$ cat src/rtl/mem_arbiter.sv
// mem_arbiter: shares one synchronous Chip-8 RAM between the program
// upload port, the CPU and the blitter, one access every three cycles.
//
// Ports:
//   clk, res                 clock, synchronous active-high reset
//   uploading                program load active; only upload is eligible
//   up_req/up_a/up_d         upload write request; up_ack on issue
//   cpu_req/we/a/d           CPU access; cpu_ack on issue, cpu_rvalid on data
//   blt_req/we/a/d           blitter access; blt_ack, blt_rvalid
//   rd_q                     shared read data, qualified by the rvalids
//   ram_en/we/a/d            registered RAM command
//   ram_q                    RAM read data, one cycle after ram_en
//
// Build option: define MEM_ARB_RR_EN to alternate CPU and blitter with a
// 1-bit round-robin pointer; otherwise the blitter always beats the CPU.

module mem_arbiter #(
  parameter int ADDR_W = 12,
  parameter int DATA_W = 8
) (
  input  logic              clk,
  input  logic              res,
  input  logic              uploading,
  input  logic              up_req,
  input  logic [ADDR_W-1:0] up_a,
  input  logic [DATA_W-1:0] up_d,
  output logic              up_ack,
  input  logic              cpu_req,
  input  logic              cpu_we,
  input  logic [ADDR_W-1:0] cpu_a,
  input  logic [DATA_W-1:0] cpu_d,
  output logic              cpu_ack,
  output logic              cpu_rvalid,
  input  logic              blt_req,
  input  logic              blt_we,
  input  logic [ADDR_W-1:0] blt_a,
  input  logic [DATA_W-1:0] blt_d,
  output logic              blt_ack,
  output logic              blt_rvalid,
  output logic [DATA_W-1:0] rd_q,
  output logic              ram_en,
  output logic              ram_we,
  output logic [ADDR_W-1:0] ram_a,
  output logic [DATA_W-1:0] ram_d,
  input  logic [DATA_W-1:0] ram_q
);

  typedef enum logic [1:0] {
    S_IDLE   = 2'd0,
    S_ISSUE  = 2'd1,
    S_RETURN = 2'd2
  } state_t;

  typedef enum logic [1:0] {
    P_NONE = 2'd0,
    P_UP   = 2'd1,
    P_CPU  = 2'd2,
    P_BLT  = 2'd3
  } port_t;

  state_t            state_q, state_d;
  port_t             win_q, win_d;
  logic              wr_q, wr_d;
  logic              ram_en_q, ram_en_d;
  logic              ram_we_q, ram_we_d;
  logic [ADDR_W-1:0] ram_a_q, ram_a_d;
  logic [DATA_W-1:0] ram_wd_q, ram_wd_d;

  // Eligibility: upload owns the RAM while uploading; CPU and blitter
  // requests simply stay pending until it drops.
  logic up_ok, cpu_ok, blt_ok;
  logic pick_up, pick_cpu, pick_blt;

  assign up_ok  = uploading && up_req;
  assign cpu_ok = !uploading && cpu_req;
  assign blt_ok = !uploading && blt_req;
  assign pick_up = up_ok;

`ifdef MEM_ARB_RR_EN
  // ptr_q=0: CPU wins a tie, ptr_q=1: blitter wins a tie.
  logic ptr_q, ptr_d;
  assign pick_cpu = cpu_ok && (!blt_ok || !ptr_q);
`else
  assign pick_cpu = cpu_ok && !blt_ok;
`endif

  assign pick_blt = blt_ok && !pick_cpu;

  // State register.
  always_ff @(posedge clk) begin
    if (res) begin
      state_q  <= S_IDLE;
      win_q    <= P_NONE;
      wr_q     <= 1'b0;
      ram_en_q <= 1'b0;
      ram_we_q <= 1'b0;
      ram_a_q  <= '0;
      ram_wd_q <= '0;
    end else begin
      state_q  <= state_d;
      win_q    <= win_d;
      wr_q     <= wr_d;
      ram_en_q <= ram_en_d;
      ram_we_q <= ram_we_d;
      ram_a_q  <= ram_a_d;
      ram_wd_q <= ram_wd_d;
    end
  end

`ifdef MEM_ARB_RR_EN
  always_ff @(posedge clk) begin
    if (res) begin
      ptr_q <= 1'b0;
    end else begin
      ptr_q <= ptr_d;
    end
  end
`endif

  // Next-state logic: the command is latched on the grant so that
  // ram_en/ram_we are high for exactly the ISSUE cycle.
  always_comb begin
    state_d  = state_q;
    win_d    = win_q;
    wr_d     = wr_q;
    ram_en_d = 1'b0;
    ram_we_d = 1'b0;
    ram_a_d  = ram_a_q;
    ram_wd_d = ram_wd_q;
`ifdef MEM_ARB_RR_EN
    ptr_d    = ptr_q;
`endif
    unique case (state_q)
      S_IDLE: begin
        unique case (1'b1)
          pick_up: begin
            state_d  = S_ISSUE;
            win_d    = P_UP;
            wr_d     = 1'b1;
            ram_en_d = 1'b1;
            ram_we_d = 1'b1;
            ram_a_d  = up_a;
            ram_wd_d = up_d;
          end
          pick_cpu: begin
            state_d  = S_ISSUE;
            win_d    = P_CPU;
            wr_d     = cpu_we;
            ram_en_d = 1'b1;
            ram_we_d = cpu_we;
            ram_a_d  = cpu_a;
            ram_wd_d = cpu_d;
`ifdef MEM_ARB_RR_EN
            ptr_d    = 1'b1;
`endif
          end
          pick_blt: begin
            state_d  = S_ISSUE;
            win_d    = P_BLT;
            wr_d     = blt_we;
            ram_en_d = 1'b1;
            ram_we_d = blt_we;
            ram_a_d  = blt_a;
            ram_wd_d = blt_d;
`ifdef MEM_ARB_RR_EN
            ptr_d    = 1'b0;
`endif
          end
          default: ;
        endcase
      end
      S_ISSUE:  state_d = S_RETURN;
      S_RETURN: state_d = S_IDLE;
      default:  state_d = S_IDLE;
    endcase
  end

  // Outputs: acks in ISSUE, read return in RETURN, zero elsewhere.
  always_comb begin
    up_ack     = 1'b0;
    cpu_ack    = 1'b0;
    blt_ack    = 1'b0;
    cpu_rvalid = 1'b0;
    blt_rvalid = 1'b0;
    rd_q       = '0;
    unique case (state_q)
      S_ISSUE: begin
        up_ack  = (win_q == P_UP);
        cpu_ack = (win_q == P_CPU);
        blt_ack = (win_q == P_BLT);
      end
      S_RETURN: begin
        rd_q       = ram_q;
        cpu_rvalid = (win_q == P_CPU) && !wr_q;
        blt_rvalid = (win_q == P_BLT) && !wr_q;
      end
      default: ;
    endcase
  end

  assign ram_en = ram_en_q;
  assign ram_we = ram_we_q;
  assign ram_a  = ram_a_q;
  assign ram_d  = ram_wd_q;

endmodule

$ cat config.mk
export PLATFORM = sky130hd
export DESIGN_NAME = mem_arbiter
export DESIGN_NICKNAME = d
export VERILOG_FILES = /design/src/rtl/mem_arbiter.sv
export SDC_FILE = /design/constraint.sdc
export NUM_CORES = 1
export LEC_CHECK = 0
export CAP_MARGIN = 20
export CORE_UTILIZATION = 36
export CTS_BUF_LIST = sky130_fd_sc_hd__clkbuf_16
export CTS_CLUSTER_DIAMETER = 60
export DETAILED_ROUTE_END_ITERATION = 8
export PLACE_DENSITY = 0.77
export SLEW_MARGIN = 20
export SYNTH_ARGS = -nofsm -noshare
export SYNTH_HDL_FRONTEND = slang
export SYNTH_SLANG_ARGS = --single-unit
$ cat constraint.sdc
create_clock -name clk -period 2.3 [get_ports clk]
set_input_delay 0.69 -clock clk [delete_from_list [all_inputs] [get_ports clk]]
set_output_delay 0.69 -clock clk [all_outputs]
set_load 0.01 [all_outputs]
# Word-level counts from Yosys, hierarchy flattened
# Index checks and enable logic that the tools add are counted.
# op_classes
n_eq_ne	6
muxes	14
bitwise	1
reduce_logical	16
# op_table
cell	n
one-hot mux 12 bit (3 select lines)	1
one-hot mux 8 bit (3 select lines)	1
2-to-1 mux 8 bit	1
logical AND 1 bit	7
== test 2 bit, second input constant	3
2-to-1 mux 1 bit	6
one-hot mux 1 bit (3 select lines)	2
one-hot mux 2 bit (3 select lines)	1
== test 2 x 1 -> 1 bit, second input constant	2
zero test 1 bit	4
one-hot mux 2 bit (2 select lines)	1
nonzero test 3 bit	1
OR reduction 3 bit	1
zero test 2 bit	1
2-to-1 mux 2 bit	1
!= test 2 bit, second input constant	1
AND reduction 2 bit	1
OR reduction 2 bit	1
inverter 1 bit	1
# totals
regBits	27
elab_cells	44

# Depth between registers and ports, before layout
# logic_depth
ltp_word	9
depth_mapped	6

# Worst setup path after synthesis
# Ideal clock, no wire load.
# synth_path
path_kind	input-to-reg
startpoint	input blt_req
endpoint	register ram_a_q[0], in the netlist ram_a[0]
setup_ns	0.088
t_arrival_ns	1.898
t_required_ns	2.212
slack_ns	0.314
path_stages	6
path_buffers	3
path_cell_list	buf_2 -> nor3_1 -> or4_4 -> buf_6 -> buf_6 -> o32ai_2
# synth_via
elab_chain_cells	7
elab_cells_between_ends	8
cone_classes	1 x mux; 7 x reduce/logical
# synth_rtl
item	line_no	source
from (decl)	34	input logic blt_req,
logical AND 1 bit *	76	assign blt_ok = !uploading && blt_req;
zero test 1 bit	84	assign pick_cpu = cpu_ok && !blt_ok;
logical AND 1 bit	84	
zero test 1 bit	87	assign pick_blt = blt_ok && !pick_cpu;
logical AND 1 bit	87	
nonzero test 3 bit (no line)	n/a	
AND reduction 2 bit (no line)	n/a	
to (signal assigned)	105	ram_a_q <= ram_a_d;
to (decl)	66	logic [ADDR_W-1:0] ram_a_q, ram_a_d;
# Every way passes the cells marked *; elsewhere a longest branch is shown, timed or not.
# A chain may end at the register's enable or synchronous reset.

# Worst setup path after layout
# layout_path
startpoint	register state_q[1]
endpoint	output cpu_rvalid
# layout_via
elab_chain_cells	2
# layout_rtl
item	line_no	source
from (decl)	61	state_t state_q, state_d;
from (signal assigned)	100	state_q <= state_d;
== test 2 bit	186	unique case (state_q)
2-to-1 mux 1 bit	186	
to (decl)	33	output logic cpu_rvalid,
# Every way passes these cells.

==> metrics.md <==
| Metric | Value |
|---|---|
| Status | finished, violations left |
| Violated checks | design-rule violations |
| Worst Tran Pin Value | 0.6831 ns |
| PD cells | 481.6 mW/mm^2 |
| Async set or reset register ratio after synthesis | 0 |
| Layout cell share with drive strength beyond 1 | 0.1584 |
| Via density | 5.267 |
| Final Util | 0.6731 |
| Port Buffer Count | 110 |
| Clk slew on worst S/H paths | 0.07 ns |
| Final HPWL DP | 4034 um |
| Final worst path period need | 2.194 ns |
| Adder-cell share of the synthesized area | 0 |
| Max cap viols | 0 |
| CTS root buf | clkbuf_16 |
| Area leader, netlist | dfxtp_1 |
| Global-route wire length before repair | 8604 um |
| Compound-cell area share of the yosys netlist | 0.2818 |
| DR DRC count | 18 |
| CP startpoint kind | flop |
| Total GRT Usage | 0.2097 |
| Mapped Area | 0.001692 mm^2 |
| Critical path startpoint | state_q[1]$_SDFFE_PP0P_ |
| # diodes | 0 |
| Area growth syn-to-layout | 76.85% |
| Lkg Pwr | 0.001215 uW |
| # IOs | 111 |
| Final ANT Viol Nets | 0 |
| Register bit total from synthesis | 27 |
| DRT Pass-1 Iters | 6 |
| Clock latency on the worst-skew pair | 0.26 ns |
| Clock skew | 0.001876 ns |
| Met2 Use GR | 0.3873 |
| Largest family of logic cells by synthesized area | simple AND/OR/NAND/NOR gates |
| Final slew viol count | 0 |
| Final Total Pwr | 1441 uW |
| Std cell rows | 24 |
| RR Endpoint | ram_a[2]$_SDFFE_PP0P_ |
| Post-synth EDFFs | 0 |
| Worst path required time | 1.61 ns |
| Worst R2R Path Depth | 3 |
| Wirelength per Cell | 14.34 um |
| CP endpoint kind | primary output |
| R2R Setup Slk | 0.47 ns |
| GRT Residual Overflow | 0 |
| Yosys warning count | 0 |
| Mux contribution to synthesized area | 0 |
| Hold Vio Cnt, Final | 0 |
| Synth Flop Type | dfxtp_1 |
| Distinct cells, synth | 33 |
| Worst r2r src | state_q[0]$_SDFFE_PP0P_ |
| Chip Height | 70.55 um |
| Syn Area/Cell | 8.094 um^2 |
| Crit path kind | reg -> out |
| Clock Path Buffers | 2 |
| RSZ-0062 raised after global routing | no |
| TritonCTS Buffers | 3 |
| Setup violators final | 0 |
| Max_slew headroom | 0.5437 |
| CTS H-tree lvls | 1 |
| Placer Congestion | 0.8325 |
| Largest net degree at the start of global routing | 24 |
| CP Data Arrival Time | 1.50 ns |
| Die area | 0.004977 mm^2 |
| Clock Sinks | 27 |
| Final WS setup | 0.1062 ns |
| Hold path startpoint | ram_d[0]$_SDFFE_PP0P_ |
| Core Footprint | 0.004444 mm^2 |
| Synth Instances | 209 |
| Fmax | 0.4558 GHz |
| Syn nets | 285 |
| Setup WS pre-CTS | -0.1709 ns |
| Crit-path max FO | 3 |
| Share of the yosys chip area belonging to registers | 0.3195 |
| Final #Nets | 399 |
| Drt total wl | 5365 um |
| Initial Util | 0.3806 |
| Max rail drop VDD | 291.2 uV |
| Tcrit/Tclk final | 0.9538 |
| Die width | 70.55 um |
| Drt initial violations | 77 |
| Hold Path Cell Cnt | 2 |
| Hold Path Sink | ram_d[0]$_SDFFE_PP0P_ |
| Initial antenna violation count | 0 |
| Post-Synth XOR/XNOR Area | 0 |
| Worst min-delay path category | reg -> reg |
| Ranking of synthesized cells by area | dfxtp_1, o32ai_2, o22ai_1 |
| Met1 GRT Util | 0.2440 |
| Top Usage Layer GRT | met2 |
| Number of global-route vias before repair | 1,944 |
| Met3 GRT Util | 0.04416 |
| CTS tree | yes |
| Via count | 1,970 |
| Post-Synth Simple-Gate Area | 0.3092 |
| Top cell type's share of synthesized area | 0.3195 |
cells in the mapped netlist (3+ instances only):
cell type	number
a221o_1	9
clkbuf_1	12
buf_2	4
a21oi_1	12
nor3_1	3
o32ai_2	8
and2_1	8
nand2_1	22
nor2b_1	3
or3b_1	6
o22ai_1	20
nor3b_1	11
or2_2	11
o32ai_1	3
inv_1	13
nor2_1	12
or3b_2	5
dfxtp_1	27
cell usage in the layout, fill, tap and decap left out, types with 3 or more instances in the layout:
master           Yosys  final
or3b_2               5      5
dfxtp_1             27     27
o22ai_1             20     20
clkdlybuf4s50_1      0    100
or3b_1               6      6
nor3b_1             11     11
a221o_1              9      9
o32ai_1              3      3
nor2_1              12     12
buf_4                0     19
inv_1               13     14
nand2_1             22     22
clkbuf_16            0      3
or2_2               11     11
and2_1               8      8
dlygate4sd2_1        0      8
a21oi_1             12     12
o32ai_2              8      8
per-layer routing:
metal  vias up  wire length [um]
li1        982                 -
met1       902              2253
met2        76              2647
met3        10               368
met4         0                95
met5         -                 0
power breakdown:
group | total, uW | switching [uW] | leakage [uW] | internal (uW)
Sequential | 544 | 26.8 | 0.000223 | 518
Clock | 394 | 161 | 0.0000423 | 233
Combinational | 502 | 197 | 0.000949 | 305
Total | 1440 | 385 | 0.00121 | 1060
registers in the layout (all words and copies together) (netlist names):
name,cells
ram_we,1
ram_a,12
state_q,2
ram_d,8
win_q,2
ram_en,1
wr_q,1
logic make-up after synthesis:
family,Yosys count
simple gates,89
compound gates,58
buf+inv,35
flops,27
worst max-delay path, cell delays in order (launching register included):
cell and delay [ns]:
dfxtp_1 0.34, nor2b_4 0.16, and4_1 0.20, clkdlybuf4s50_1 0.54
stage by stage:
stage          hold WS [ns]  area, um^2  setup TNS [ns]  std cells
2_1_floorplan        0.4506        1692               0        209
3_3_place_gp         0.4543        2903          -2.384        369
3_5_place_dp         0.4611        2903          -3.218        369
4_1_cts              0.4719        2979               0        373
5_1_grt              0.4838        2992               0        374
6_report             0.4701        2992               0        374
final cells by class:
cell class                 count  area, um^2
multi-input combinational    147        1012
inverter                      15       56.30
tap                           52       65.06
sequential                    27       540.5
timing repair buffer         129        1239
clock buffer                   3       75.07
fill                         369        1453
clock inverter                 1       3.754
how the worst max path moves through the flow:
stage                     slack (ns)                    end  depth (start not counted)
after floorplan                 0.31  ram_a[0]$_SDFFE_PP0P_                          6
after global placement         -0.17                rd_q[7]                          3
after detailed placement       -0.17                rd_q[7]                          3
after CTS                       0.05             blt_rvalid                          3
after global routing            0.01                 up_ack                          3
final                           0.11             cpu_rvalid                          3
repair_timing:
item                       CTS  global route
resized for setup           10             2
hold buffers                 0             0
setup endpoints to repair   10             3
setup buffers                0             1
cloned                       0             0
No activity file was read; power rests on OpenSTA's default activity.
